File: src/rtl/dmem_arb_pkg.sv
// Shared encodings for the dmem port arbiter: owner state and requester indices.
package dmem_arb_pkg;

    typedef enum logic [1:0] {
        OWNER_IDLE = 2'd0,
        OWNER_P    = 2'd1,
        OWNER_D    = 2'd2
    } owner_e;

    // Requester index into req/win vectors, also the encoding of 'last'.
    localparam logic REQ_P = 1'b0;
    localparam logic REQ_D = 1'b1;

    function automatic logic [1:0] one_hot(input logic idx);
        return (idx == REQ_P) ? 2'b01 : 2'b10;
    endfunction

endpackage

File: src/rtl/rr_pick2.sv
// Combinational two-way winner select: round-robin on ties, current owner
// keeps the port while its burst count is below the cap.
module rr_pick2
    import dmem_arb_pkg::*;
#(
    parameter int MAX_BURST = 4,
    parameter int CNT_W     = $clog2(MAX_BURST + 1)
) (
    input  logic [1:0]       req,
    input  owner_e           owner,
    input  logic             last,
    input  logic [CNT_W-1:0] burst_cnt,
    output logic [1:0]       win
);

    localparam logic [CNT_W-1:0] MAX_CNT = CNT_W'(MAX_BURST);

    logic owner_valid;
    logic owner_idx;
    logic hold_owner;

    always_comb begin
        owner_valid = (owner == OWNER_P) || (owner == OWNER_D);
        owner_idx   = (owner == OWNER_D) ? REQ_D : REQ_P;
        hold_owner  = owner_valid && (burst_cnt < MAX_CNT);
    end

    always_comb begin
        win = 2'b00;
        case (req)
            2'b01:   win = 2'b01;
            2'b10:   win = 2'b10;
            2'b11: begin
                if (hold_owner) begin
                    win = one_hot(owner_idx);
                end else begin
                    win = one_hot(~last);
                end
            end
            default: win = 2'b00;
        endcase
    end

endmodule

File: src/rtl/dmem_port_arbiter.sv
// Shares one dmem port between the processor (P) and a DMA/debug loader (D);
// read data returns one cycle after the grant, tagged per requester.
module dmem_port_arbiter
    import dmem_arb_pkg::*;
#(
    parameter int ADDR_W    = 12,
    parameter int DATA_W    = 32,
    parameter int MAX_BURST = 4
) (
    input  logic                           clock,
    input  logic                           reset,
    // Handshake: a requester holds req (with stable wren/addr/data) until it
    // sees gnt; gnt is combinational and the access happens in that same cycle.
    input  logic                           p_req,
    input  logic                           p_wren,
    input  logic [ADDR_W-1:0]              p_addr,
    input  logic [DATA_W-1:0]              p_data,
    output logic                           p_gnt,
    output logic                           p_rvalid,
    input  logic                           d_req,
    input  logic                           d_wren,
    input  logic [ADDR_W-1:0]              d_addr,
    input  logic [DATA_W-1:0]              d_data,
    output logic                           d_gnt,
    output logic                           d_rvalid,
    output logic [DATA_W-1:0]              rdata,
    output logic [ADDR_W-1:0]              mem_address,
    output logic [DATA_W-1:0]              mem_data,
    output logic                           mem_wren,
    input  logic [DATA_W-1:0]              mem_q,
    output owner_e                         dbg_owner,
    output logic                           dbg_last,
    output logic [$clog2(MAX_BURST+1)-1:0] dbg_burst_cnt
);

    localparam int               CNT_W   = $clog2(MAX_BURST + 1);
    localparam logic [CNT_W-1:0] MAX_CNT = CNT_W'(MAX_BURST);
    localparam logic [CNT_W-1:0] ONE_CNT = CNT_W'(1);

    owner_e           owner_q, owner_d;
    logic             last_q, last_d;
    logic [CNT_W-1:0] burst_cnt_q, burst_cnt_d;
    logic             rd_pend_p_q, rd_pend_p_d;
    logic             rd_pend_d_q, rd_pend_d_d;

    logic [1:0]       req;
    logic [1:0]       win_raw;
    logic [1:0]       win;
    logic [CNT_W-1:0] cnt_inc;

    assign req[REQ_P] = p_req;
    assign req[REQ_D] = d_req;

    rr_pick2 #(
        .MAX_BURST (MAX_BURST),
        .CNT_W     (CNT_W)
    ) u_pick (
        .req       (req),
        .owner     (owner_q),
        .last      (last_q),
        .burst_cnt (burst_cnt_q),
        .win       (win_raw)
    );

    // Nothing is granted while reset is held, so no write can slip through.
    assign win     = reset ? 2'b00 : win_raw;
    assign cnt_inc = (burst_cnt_q >= MAX_CNT) ? MAX_CNT : burst_cnt_q + ONE_CNT;

    always_ff @(posedge clock) begin
        if (reset) begin
            owner_q     <= OWNER_IDLE;
            last_q      <= REQ_D;
            burst_cnt_q <= '0;
            rd_pend_p_q <= 1'b0;
            rd_pend_d_q <= 1'b0;
        end else begin
            owner_q     <= owner_d;
            last_q      <= last_d;
            burst_cnt_q <= burst_cnt_d;
            rd_pend_p_q <= rd_pend_p_d;
            rd_pend_d_q <= rd_pend_d_d;
        end
    end

    always_comb begin
        owner_d     = OWNER_IDLE;
        last_d      = last_q;
        burst_cnt_d = '0;
        rd_pend_p_d = 1'b0;
        rd_pend_d_d = 1'b0;
        if (win[REQ_P]) begin
            owner_d     = OWNER_P;
            last_d      = REQ_P;
            burst_cnt_d = (owner_q == OWNER_P) ? cnt_inc : ONE_CNT;
            rd_pend_p_d = ~p_wren;
        end else if (win[REQ_D]) begin
            owner_d     = OWNER_D;
            last_d      = REQ_D;
            burst_cnt_d = (owner_q == OWNER_D) ? cnt_inc : ONE_CNT;
            rd_pend_d_d = ~d_wren;
        end
    end

    always_comb begin
        p_gnt       = win[REQ_P];
        d_gnt       = win[REQ_D];
        mem_address = '0;
        mem_data    = '0;
        mem_wren    = 1'b0;
        if (win[REQ_P]) begin
            mem_address = p_addr;
            mem_data    = p_data;
            mem_wren    = p_wren;
        end else if (win[REQ_D]) begin
            mem_address = d_addr;
            mem_data    = d_data;
            mem_wren    = d_wren;
        end
    end

    // A read in flight when reset arrives is dropped rather than delivered.
    assign p_rvalid = rd_pend_p_q & ~reset;
    assign d_rvalid = rd_pend_d_q & ~reset;
    assign rdata    = mem_q;

    assign dbg_owner     = owner_q;
    assign dbg_last      = last_q;
    assign dbg_burst_cnt = burst_cnt_q;

endmodule
File: config.mk
export PLATFORM = sky130hd
export DESIGN_NAME = dmem_port_arbiter
export DESIGN_NICKNAME = d
export VERILOG_FILES = /design/src/rtl/dmem_arb_pkg.sv /design/src/rtl/rr_pick2.sv /design/src/rtl/dmem_port_arbiter.sv
export SDC_FILE = /design/constraint.sdc
export NUM_CORES = 1
export LEC_CHECK = 0
export BUFFER_PORTS_ARGS = -buffer_cell sky130_fd_sc_hd__buf_2
export CAP_MARGIN = 20
export CORE_ASPECT_RATIO = 0.5
export CORE_MARGIN = 2
export CORE_UTILIZATION = 29
export DETAILED_ROUTE_END_ITERATION = 8
export PLACE_DENSITY = 0.78
export SYNTH_ARGS = -nofsm -noshare
export SYNTH_HDL_FRONTEND = slang
export SYNTH_SLANG_ARGS = --single-unit
File: constraint.sdc
create_clock -name clock -period 1.7 [get_ports clock]
set_input_delay 0.17 -clock clock [delete_from_list [all_inputs] [get_ports clock]]
set_output_delay 0.17 -clock clock [all_outputs]
set_load 0.03 [all_outputs]
=== After elaboration in Yosys (flattened, before gate mapping) ===
Index checks and enable logic that the tools add are counted.

* Bits in registers: 8
* Input bits: 126

* Add/sub/neg operators: 1
* Magnitude comparators: 2
* Eq/ne operators: 5
* Mux-type cells: 21
* Bitwise operators: 7
* Reduce and logical (&&, ||, !) cells: 6

{| class="wikitable"
|+ Operators with widths
! kind !! number
|-
| 32-bit 2-to-1 mux || 2
|-
| 12-bit 2-to-1 mux || 2
|-
| 3-bit 2-to-1 mux || 5
|-
| 2-bit 2-to-1 mux || 5
|-
| 2-bit == test (second input constant) || 3
|-
| 1-bit 2-to-1 mux || 6
|-
| 2-bit case mux with 3 select lines || 1
|-
| 1-bit NOT || 5
|-
| 2-bit by 1-bit == test with 1-bit output (second input constant) || 2
|-
| 2-bit OR reduction || 2
|-
| 3-bit by 1-bit adder with 3-bit output (second input constant) || 1
|-
| 3-bit greater-or-equal comparator (second input constant) || 1
|-
| 3-bit less-than comparator (second input constant) || 1
|-
| 3-bit OR reduction || 1
|-
| 1-bit AND || 2
|-
| 2-bit nonzero test || 1
|-
| 1-bit logical AND || 1
|-
| 1-bit logical OR || 1
|}

=== Logic depth before layout (Yosys ltp) ===
Gate-level depths: netlist (run 1).

* Word-level depth: 8
* Depth in mapped cells: 7

=== Modules after synthesis ===
A second synthesis (run 1) with hierarchy kept.

* Cells, all modules: 130
* Area total of the unflattened synthesis: 1,118.6 µm²

{| class="wikitable"
|+ Modules (own cells, without submodules)
! module !! instances !! cells an instance !! area each (µm²) !! sequential area each (µm²)
|-
| dmem_port_arbiter || 1 || 121 || 1,056.0 || 160.2
|-
| rr_pick2 || 1 || 9 || 62.6 || 0.0
|}

=== Worst setup path after synthesis (run 1) ===
Ideal clock, no wire load.

* Kind: reg-to-output
* Start point: register owner_q[0] (netlist: dbg_owner[0])
* End point: output mem_address[0]
* Data arrival time: 2,410 ps
* Data required time: 1,530 ps
* Setup slack: -880 ps
* Stages on the path, launching flop included: 8
* Cell sequence: dfxtp_1 > inv_1 > ha_1 > nor3_1 > o31ai_2 > buf_2 > buf_2 > o32ai_1

* Cells in the longest elaborated chain, start to end: 8
* Elaborated cells between the ends (all ways): 11
* Those cells by class: 2 x eq/ne; 7 x mux; 2 x reduce/logical

{| class="wikitable"
|+ Ends and longest elaborated chain
! what !! RTL line !! text
|-
| start: declaration || dmem_port_arbiter.sv:40 || <nowiki>owner_e owner_q, owner_d;</nowiki>
|-
| start signal: assignment || dmem_port_arbiter.sv:77 || <nowiki>owner_q <= owner_d;</nowiki>
|-
| 2-bit == test / 2-bit by 1-bit == test with 1-bit output (equally long branches) || rr_pick2.sv:23, rr_pick2.sv:24 ||
|-
| 1-bit 2-to-1 mux / 1-bit logical OR (equally long branches) || rr_pick2.sv:24, rr_pick2.sv:23 ||
|-
| 2-bit 2-to-1 mux / 1-bit logical AND (equally long branches) || dmem_arb_pkg.sv:15, rr_pick2.sv:25 ||
|-
| 2-bit 2-to-1 mux (*) || rr_pick2.sv:34 || <nowiki>if (hold_owner) begin</nowiki>
|-
| 2-bit case mux with 3 select lines (*) || rr_pick2.sv:30 || <nowiki>case (req)</nowiki>
|-
| 2-bit 2-to-1 mux (*) || dmem_port_arbiter.sv:66 || <nowiki>assign win = reset ? 2'b00 : win_raw;</nowiki>
|-
| 12-bit 2-to-1 mux || dmem_port_arbiter.sv:114 || <nowiki>end else if (win[REQ_D]) begin</nowiki>
|-
| 12-bit 2-to-1 mux (*) || dmem_port_arbiter.sv:110 || <nowiki>if (win[REQ_P]) begin</nowiki>
|-
| end: declaration || dmem_port_arbiter.sv:27 || <nowiki>output logic [ADDR_W-1:0] mem_address,</nowiki>
|}

Mark *: on every way between the ends. The rest lies on a longest branch, timed or not.

=== Final worst setup path (run 1) ===
* Start point: register owner_q[0] (netlist: dbg_owner[0])
* End point: output d_gnt

* Cells in the longest elaborated chain, start to end: 6
* Elaborated cells between the ends (all ways): 9
* Those cells by class: 2 x eq/ne; 5 x mux; 2 x reduce/logical

{| class="wikitable"
|+ Ends and longest elaborated chain
! what !! RTL line !! text
|-
| 2-bit == test / 2-bit by 1-bit == test with 1-bit output (equally long branches) || rr_pick2.sv:23, rr_pick2.sv:24 ||
|-
| 1-bit 2-to-1 mux / 1-bit logical OR (equally long branches) || rr_pick2.sv:24, rr_pick2.sv:23 ||
|-
| 2-bit 2-to-1 mux / 1-bit logical AND (equally long branches) || dmem_arb_pkg.sv:15, rr_pick2.sv:25 ||
|-
| 2-bit 2-to-1 mux (*) || rr_pick2.sv:34 ||
|-
| 2-bit case mux with 3 select lines (*) || rr_pick2.sv:30 ||
|-
| 2-bit 2-to-1 mux (*) || dmem_port_arbiter.sv:66 ||
|-
| end: declaration || dmem_port_arbiter.sv:24 || <nowiki>output logic d_gnt,</nowiki>
|}

Marked as above.

==> results of run 1 <==
==> cell families after synthesis <==
family	share of synthesized area
compound gates	0.2907
fa+ha+maj	0.03068
buf+inv	0.3374
flops	0.09816
simple gates	0.2431
==> power groups by stage <==
stage / sequential (W) / clock (W) / combinational, W
finish: 0.000208 / 0.000245 / 0.00141
global route: 0.000209 / 0.000269 / 0.00148
CTS: 0.000208 / 0.000253 / 0.00139
detailed placement: 0.000211 / 0 / 0.00126
global placement: 0.000210 / 0 / 0.00123
floorplan: 0.000232 / 0 / 0.00101
==> worst min-delay path by stage <==
stage	end	cells past startpoint	start	slack [ps]
after floorplan	rd_pend_d_q$_SDFF_PP0_	1	d_wren	240
after global placement	rdata[11]	0	mem_q[11]	340
final	rd_pend_d_q$_SDFF_PP0_	2	d_wren	130
after detailed placement	rdata[11]	0	mem_q[11]	340
after CTS	rd_pend_d_q$_SDFF_PP0_	2	d_wren	110
after global routing	rd_pend_d_q$_SDFF_PP0_	2	d_wren	120
==> layout by cell type (no fill, tap or decap), drive strengths merged <==
cell type	count
a21oi	1
a22oi	1
a31o	1
a31oi	1
buf	184
clkbuf	4
dfxtp	8
ha	4
inv	52
nand2b	46
nand3	1
nand3b	1
nor2	6
nor2b	2
nor3	3
nor4	2
o211ai	1
o21a	1
o21ai	2
o22ai	1
o311ai	1
o31ai	1
o32ai	45
or2	1
or3b	1
or4b	1
==> flip-flops by register name, indices dropped and copies added (netlist names) <==
signal and cells:
dbg_burst_cnt 3, dbg_last 1, dbg_owner 2, rd_pend_d_q 1
rd_pend_p_q 1
==> per-layer routing <==
layer	GRT usage	vias up	share of wire
li1	-	1059	-
met1	0.2107	1054	0.34
met2	0.4181	75	0.58
met3	0.02171	20	0.060
met4	0.05967	0	0.020
met5	0	-	0
==> area by class of cell <==
type                    count  area, µm²
multi-input cells         124       1742
well taps                  73      91.34
fillers                   439       1810
flip-flops and latches      8      167.7
repair buffers            184       1393
clock buffers               4      45.04
inverters                  52      195.2
==> stage by stage <==
| stage | setup TNS, ps | hold slack (ps) | util |
|---|---|---|---|
| after global placement | -11350 | 340.4 | 0.5992 |
| after CTS | -23200 | 114.4 | 0.6596 |
| after floorplan | -9546 | 240.9 | - |
| after detailed placement | -12920 | 340.4 | 0.5992 |
| after global routing | -26690 | 120.3 | 0.6674 |
| final | -23210 | 125.4 | 0.6674 |
==> timing repair <==
action,4_1_cts,5_1_grt
gates resized for setup,79,5
pin swaps,2,2
setup buffers,5,5
endpoints found under the setup margin,47,51
==> impl_metrics.ini, run 1 <==
[power_and_ir_drop]
pwr-share-comb = 0.756
switching_share = 0.4475
p_int_w = 0.001027
ir_drop_mv = 0.3474
p_leak_nw = 1.615
power_w = 0.001859
power_frac_clock = 0.132
power_density_nw_per_um2 = 511.7
p_seq_frac = 0.112
p_sw_w = 0.0008321

[logic_synthesis]
yosysSeqAreaShare = 0.09816
synth_top_area_share = 0.2416
syn_inst = 238
synth.most_common_cell = inv_1
syn_avg_cell_area_um2 = 6.855
synth_nets = 368
synth.area.top_cells = o32ai_1 24%, nand2b_1 18%, buf_4 15%, inv_1 12%, dfxtp_1 9.8%
async_reset_ff_frac = 0
synth_top_area_cell = o32ai_1
synth-main-ff-cell = dfxtp_1
synth_edf_count = 0
syn_area_um2 = 1632
yosys_warnings = 0
synth_commonest_cells = 52 x inv_1, 46 x nand2b_1, 45 x o32ai_1
yosysUniqueCellTypes = 28
ys_ff_latch = 8

[grt]
grt_pass1_vias = 2335
grt_overflow = 0
antenna_found_initial = 0
grt_max_degree = 25
gr-usage-all-layers = 0.2013
grt_pass1_wl_um = 10220

[clock_network]
ctsHoldBuffers = 0
cts_buffers = 3
clk_latency_ps = 230
h-tree-depth = 1
clkTransAtPathRegs_ps = 50
cts_tree = yes
root_buffer = clkbuf_8
cts_sinks = 8
max-clock-path-buffers = 2

[critical_path]
crit_chain = inv_2, ha_4, buf_4, o211ai_1, nand3_4, buf_4, buf_6, buf_6, nor2_4, buf_6
r2r-end = rd_pend_d_q$_SDFF_PP0_
cp-startpoint = dbg_owner[0]$_SDFF_PP0_
critPathRequiredTime_ps = 1530
cp-endpoint = d_gnt
cp-end-kind = output port
cpMostUsedCell = buf_6
cp_num_cells = 10
slowest_stage = dfxtp_4
r2r_slack_ps = -60
crit_path_start_kind = flop
path_class = reg2out
slowest_delay_ps = 340
cp_top_family = buffers and inverters
path_buf_inv = 6
crit_fanout = 5
worstReg2RegStart = dbg_owner[0]$_SDFF_PP0_
worstPathArrival_ps = 2050
reg2reg_depth = 9

[placed_design]
dp_cells = 432
port_buffers = 148
dp_hpwl_um = 5210
gp_routability_congestion = 0.8048
placed_area_um2 = 3262
place_ws_ps = -302.5

[layout]
final_nets = 503
drive_gt1_frac = 0.6667
syn_to_final_growth_pct = 122.7
final-instance-count-excl-fill = 445
final_area_um2 = 3633
diodes = 0

[sta]
period_minus_slack_ps = 2225
fmax_mhz = 449.5
worst_slew_pin_slew_ps = 418.4
clock_skew_ps = 3.711
hold_violations = 0
rsz0062_at_grt = yes
finalCritPeriodShare = 1.309
slew-limit-headroom = 0.7211
fin_ws_ps = -524.7
finalMaxSlewViolations = 0
setup_viol = 48

[routing]
drt_wl_total_um = 6687
firstDrtPassIters = 4
postRouteAntennaNets = 0
route.detailed.drc = 0
routed_via_density = 4.962
drt_iter0_drc = 73
wl_per_cell_um = 15.03
vias = 2208

[floorplanning]
io_pins = 213
rows = 19
core_um2 = 5444
die_h_um = 57.04
die-area_um2 = 6279
start_util = 0.2997
fp.dieW_um = 110.1

[run_status]
status = complete, but fails checks
failed_checks = setup timing

[flow_run]
maxCapViolCount = 0

[hold_path]
hold_class = in2reg
Power figures use the tool's default switching activity.
==> inputs of run 2 (changes only) <==
Settings changed: BUFFER_PORTS_ARGS -buffer_cell sky130_fd_sc_hd__buf_2 to -buffer_cell sky130_fd_sc_hd__buf_4, CORE_UTILIZATION 29 to 32, PLACE_DENSITY 0.78 to 0.82.
Clock period 1.7 ns to 2.4 ns, I/O delays scaled along.
==> run 2 against run 1 <==
Net effect:
- the flow now finishes without violations
- register-to-register slack improved by 690 ps
- core utilization down 8.7 points
- combinational power shrank 47%
- clock power is 33% lower
- worst hold slack gained 55 ps
- final cell count down 7.2%
- die area down 8.9%
- critical path depth shrank 3
- flip-flop and latch count did not move
- cell area down 22%
- highest routed layer unchanged
==> impl_metrics.ini, run 2 (synthesis results as in run 1) <==
[floorplanning]
io_pins = 213
rows = 18
die_h_um = 54.49
fp.dieW_um = 105.0
core_um2 = 4910
die-area_um2 = 5720
start_util = 0.3323

[sta]
finalMaxSlewViolations = 0
slew-limit-headroom = 0.3983
setup_viol = 0
hold_violations = 0
finalCritPeriodShare = 0.9624
rsz0062_at_grt = no
clock_skew_ps = 1.011
holdWs_ps = 180.4
fmax_mhz = 433.0
worst_slew_pin_slew_ps = 902.6
period_minus_slack_ps = 2310

[placed_design]
placed_area_um2 = 2666
port_buffers = 148
gp_routability_congestion = 0.7485
dp_hpwl_um = 5296

[layout]
final_cell_mix = 149 x buf_4, 51 x inv_1, 46 x nand2b_1
drive_gt1_frac = 0.5452
final_area_um2 = 2850
syn_to_final_growth_pct = 74.69
final_nets = 475
fillCellCount = 445
largest_reg_flops = 3
final_common_cell = buf_4
diodes = 0

[critical_path]
cp_top_family = simple AND/OR/NAND/NOR gates
cp-end-kind = output port
crit_fanout = 8
critPathRequiredTime_ps = 2160
worstPathArrival_ps = 2070
path_class = reg2out
crit_path_start_kind = flop
slowest_stage = or4b_4
slowest_delay_ps = 540
crit_chain = inv_2, ha_4, or4b_4, nand3_4, clkbuf_16, o32ai_2, buf_4
path_buf_inv = 3

[routing]
route.detailed.drc = 0
routed_via_density = 5.090
firstDrtPassIters = 4
postRouteAntennaNets = 0
drt_iter0_drc = 112
wl_per_cell_um = 16.75
vias = 2102
drt_wl_total_um = 6918

[power_and_ir_drop]
ir_drop_mv = 0.2229
power_w = 0.001063
power_density_nw_per_um2 = 372.8
p_leak_nw = 1.437

[clock_network]
root_buffer = clkbuf_8
cts_buffers = 3
clk_latency_ps = 230
h-tree-depth = 1
clkTransAtPathRegs_ps = 40
cts_tree = yes
ctsHoldBuffers = 0
cts_sinks = 8
max-clock-path-buffers = 2
postCtsSetupBuffers = 0

[grt]
grt_pass1_vias = 1753
gr-usage-all-layers = 0.2005
antenna_found_initial = 0
grt_max_degree = 103
grt_pass1_wl_um = 8942
grt_overflow = 0

[flow_run]
maxCapViolCount = 0

[hold_path]
hold_class = in2reg

[run_status]
status = completed
-- run 2: changes by cell type in the layout (fill, tap and decap cells not counted), moves of 8 or more --
cell / delta
o32ai_2: +9
buf_2: -106
buf_6: -35
o32ai_1: +28
buf_4: +118
buf_12: -8
o32ai_4: -37
-- run 2: report_power, final --
group / switching, W / total (W) / leakage (nW) / internal [W]
logic: 0.000395 / 0.000746 / 1.35 / 0.000350
registers: 0.00000932 / 0.000152 / 0.0665 / 0.000142
clock network: 0.0000560 / 0.000165 / 0.0216 / 0.000109
-- run 2: per-stage QoR --
step	util	std cells	setup TNS, ps	setup WS (ps)
global route	0.5805	413	0	9.771
floorplan	-	238	-5701	-250.4
CTS	0.5647	410	0	18.11
detailed placement	0.5431	406	0	128.0
global placement	0.5431	406	0	210.3
finish	0.5805	413	0	90.33
-- run 2: final timing paths --
path / start / cells after the start / slack [ps] / endpoint
max: dbg_owner[0]$_SDFF_PP0_ / 7 / 90 / mem_data[9]
min reg2reg: dbg_burst_cnt[2]$_SDFF_PP0_ / 2 / 680 / dbg_burst_cnt[2]$_SDFF_PP0_
min: p_wren / 2 / 180 / rd_pend_p_q$_SDFF_PP0_
max reg2reg: dbg_owner[0]$_SDFF_PP0_ / 6 / 630 / rd_pend_d_q$_SDFF_PP0_
-- run 2: routing by layer --
metal | wire length [µm] | part of all wire | up-vias | track usage
li1 | - | - | 989 | -
met4 | 74 | 0.011 | 0 | 0.06000
met2 | 3763 | 0.54 | 97 | 0.3636
met5 | 0 | 0 | - | 0
met3 | 470 | 0.068 | 12 | 0.05000
met1 | 2609 | 0.38 | 1004 | 0.2434
-- run 2: final cells by class --
type	count	area, µm²	share of cell area
clock buffer	3	41.29	0.01449
inverter	52	195.2	0.06848
multi-input combinational	124	1082	0.3797
sequential	8	162.7	0.05707
tap	70	87.58	0.03073
timing repair buffer	156	1281	0.4495
-- run 2: what timing repair did --
item | in CTS | in global routing
pin swaps | 0 | 2
cloned | 1 | 3
setup endpoints to repair | 45 | 45
resized for setup | 7 | 3
==> inputs of run 3 (changes only) <==
Settings changed: CORE_UTILIZATION 32 to 33, CTS_BUF_LIST from default to sky130_fd_sc_hd__clkbuf_8, PLACE_DENSITY 0.82 to 0.84.
==> run 3 against run 2 <==
Net effect:
- non-clock buffer count is 1 lower
- routed wire length is 6.4% lower
- first-iteration DRC count is 33% lower
- sequential share of layout area is 0.081 points higher
- total power is 3.5% lower
- die area is 2.9% lower
- highest routed layer unchanged
- combinational power is 5.2% lower
- via count is 4.0% lower
==> impl_metrics.ini, run 3 (synthesis results as in run 1) <==
[run_status]
status = completed

[clock_network]
clk_latency_ps = 230
clkTransAtPathRegs_ps = 40
max-clock-path-buffers = 2
cts_tree = yes
postCtsSetupBuffers = 0
cts_sinks = 8
cts_buffers = 3
h-tree-depth = 1
root_buffer = clkbuf_8

[floorplanning]
fp.dieW_um = 103.4
rows = 18
core_um2 = 4842
die-area_um2 = 5557
io_pins = 213
start_util = 0.3370
die_h_um = 53.72

[placed_design]
dp_hpwl_um = 5162
port_buffers = 148
gp_routability_congestion = 0.7559

[layout]
syn_to_final_growth_pct = 70.94
diodes = 0
drive_gt1_frac = 0.5380
largest_reg_flops = 3
final_common_cell = buf_4
final_cell_mix = 151 x buf_4, 52 x inv_1, 46 x nand2b_1
fillCellCount = 436
postLayoutCoreUtil = 0.5760
final_nets = 474

[power_and_ir_drop]
p_int_w = 0.0005773
power_density_nw_per_um2 = 367.5
p_sw_w = 0.0004477
ir_drop_mv = 0.1577
power_frac_clock = 0.162
pwr-share-comb = 0.690
p_seq_frac = 0.148
p_leak_nw = 1.407
switching_share = 0.4367

[grt]
gr-usage-all-layers = 0.1938
antenna_found_initial = 0
grt_max_degree = 51
grt_overflow = 0
grt_pass1_wl_um = 8307
grt_pass1_vias = 1731

[critical_path]
worstPathArrival_ps = 2050
critPathRequiredTime_ps = 2160
r2r_slack_ps = 730
crit_fanout = 21
path_class = reg2out
cp-end-kind = output port
crit_path_start_kind = flop

[sta]
clock_skew_ps = 1.360
finalCritPeriodShare = 0.9536
hold_violations = 0
slew-limit-headroom = 0.6800
period_minus_slack_ps = 2289
setup_tns_ps = 0
rsz0062_at_grt = no
finalMaxSlewViolations = 0
worst_slew_pin_slew_ps = 480.0
fmax_mhz = 437.0
setup_viol = 0

[routing]
routed_via_density = 4.896
vias = 2017
firstDrtPassIters = 5
drt_wl_total_um = 6477
drt_iter0_drc = 75
postRouteAntennaNets = 0
route.detailed.drc = 0
wl_per_cell_um = 15.72

[flow_run]
maxCapViolCount = 0

[hold_path]
hold_class = in2reg
-- run 3: cell types whose count changed in the layout (fill, tap and decap cells not counted) --
cell,before,now
buf_4,149,151
dfxtp_1,6,7
inv_1,51,52
inv_2,1,0
clkbuf_16,3,0
dfxtp_2,2,1
-- run 3: worst paths after layout --
check	start	endpoint	depth (start not counted)
setup reg to reg	dbg_owner[0]$_SDFF_PP0_	rd_pend_d_q$_SDFF_PP0_	6
hold / removal	d_wren	rd_pend_d_q$_SDFF_PP0_	2
setup / recovery	dbg_owner[0]$_SDFF_PP0_	mem_data[16]	7
hold reg to reg	dbg_burst_cnt[2]$_SDFF_PP0_	dbg_burst_cnt[2]$_SDFF_PP0_	2
-- run 3: area by class of cell --
cell class | instances | area, µm² | share of cell area
Sequential cell | 8 | 161.4 | 0.05787
Multi-Input combinational cell | 124 | 1082 | 0.3881
Tap cell | 70 | 87.58 | 0.03140
Clock buffer | 3 | 41.29 | 0.01480
Timing Repair Buffer | 155 | 1221 | 0.4379
Inverter | 52 | 195.2 | 0.06999
-- run 3: repair_timing --
item                                    in CTS  in global routing
hold buffers                                 0                  0
cloned                                       1                  0
pin swaps                                    0                  1
gates resized for setup                      4                  1
endpoints found under the setup margin      42                 17
hold endpoints to repair                     0                  0
-- run 3: metrics by stage --
stage	std cells	hold slack, ps	setup WS [ps]	cell area [µm²]	total power (W)
finish	412	175.1	111.4	2789	0.001025
global route	412	172.2	36.11	2789	0.001077
CTS	412	173.7	64.49	2788	0.001025
detailed placement	408	418.0	195.5	2694	0.0008330
global placement	408	411.7	250.6	2694	0.0008172
floorplan	238	316.8	-250.4	1759	0.0006525
-- run 3: metal layers --
metal | share of wire | vias to the layer above | routed length [µm] | track usage
met5 | 0 | - | 0 | 0
met4 | 0.015 | 0 | 95 | 0.05044
met3 | 0.066 | 10 | 428 | 0.03766
met2 | 0.57 | 86 | 3675 | 0.3925
met1 | 0.35 | 936 | 2277 | 0.2098
li1 | - | 985 | - | -
-- run 3: power by group through the flow --
| stage | clock network [W] | logic [W] | registers (W) |
|---|---|---|---|
| 2_1_floorplan | 0 | 0.000489 | 0.000163 |
| 3_3_place_gp | 0 | 0.000666 | 0.000151 |
| 3_5_place_dp | 0 | 0.000681 | 0.000152 |
| 4_1_cts | 0.000168 | 0.000706 | 0.000151 |
| 5_1_grt | 0.000176 | 0.000749 | 0.000152 |
| 6_report | 0.000166 | 0.000707 | 0.000151 |
-- run 3: worst max-delay path, cell delays in order (launching register included) --
cell	delay [ps]
dfxtp_2	330
inv_1	70
ha_4	260
or4b_4	540
nand3_4	120
buf_12	180
o32ai_1	110
buf_4	200
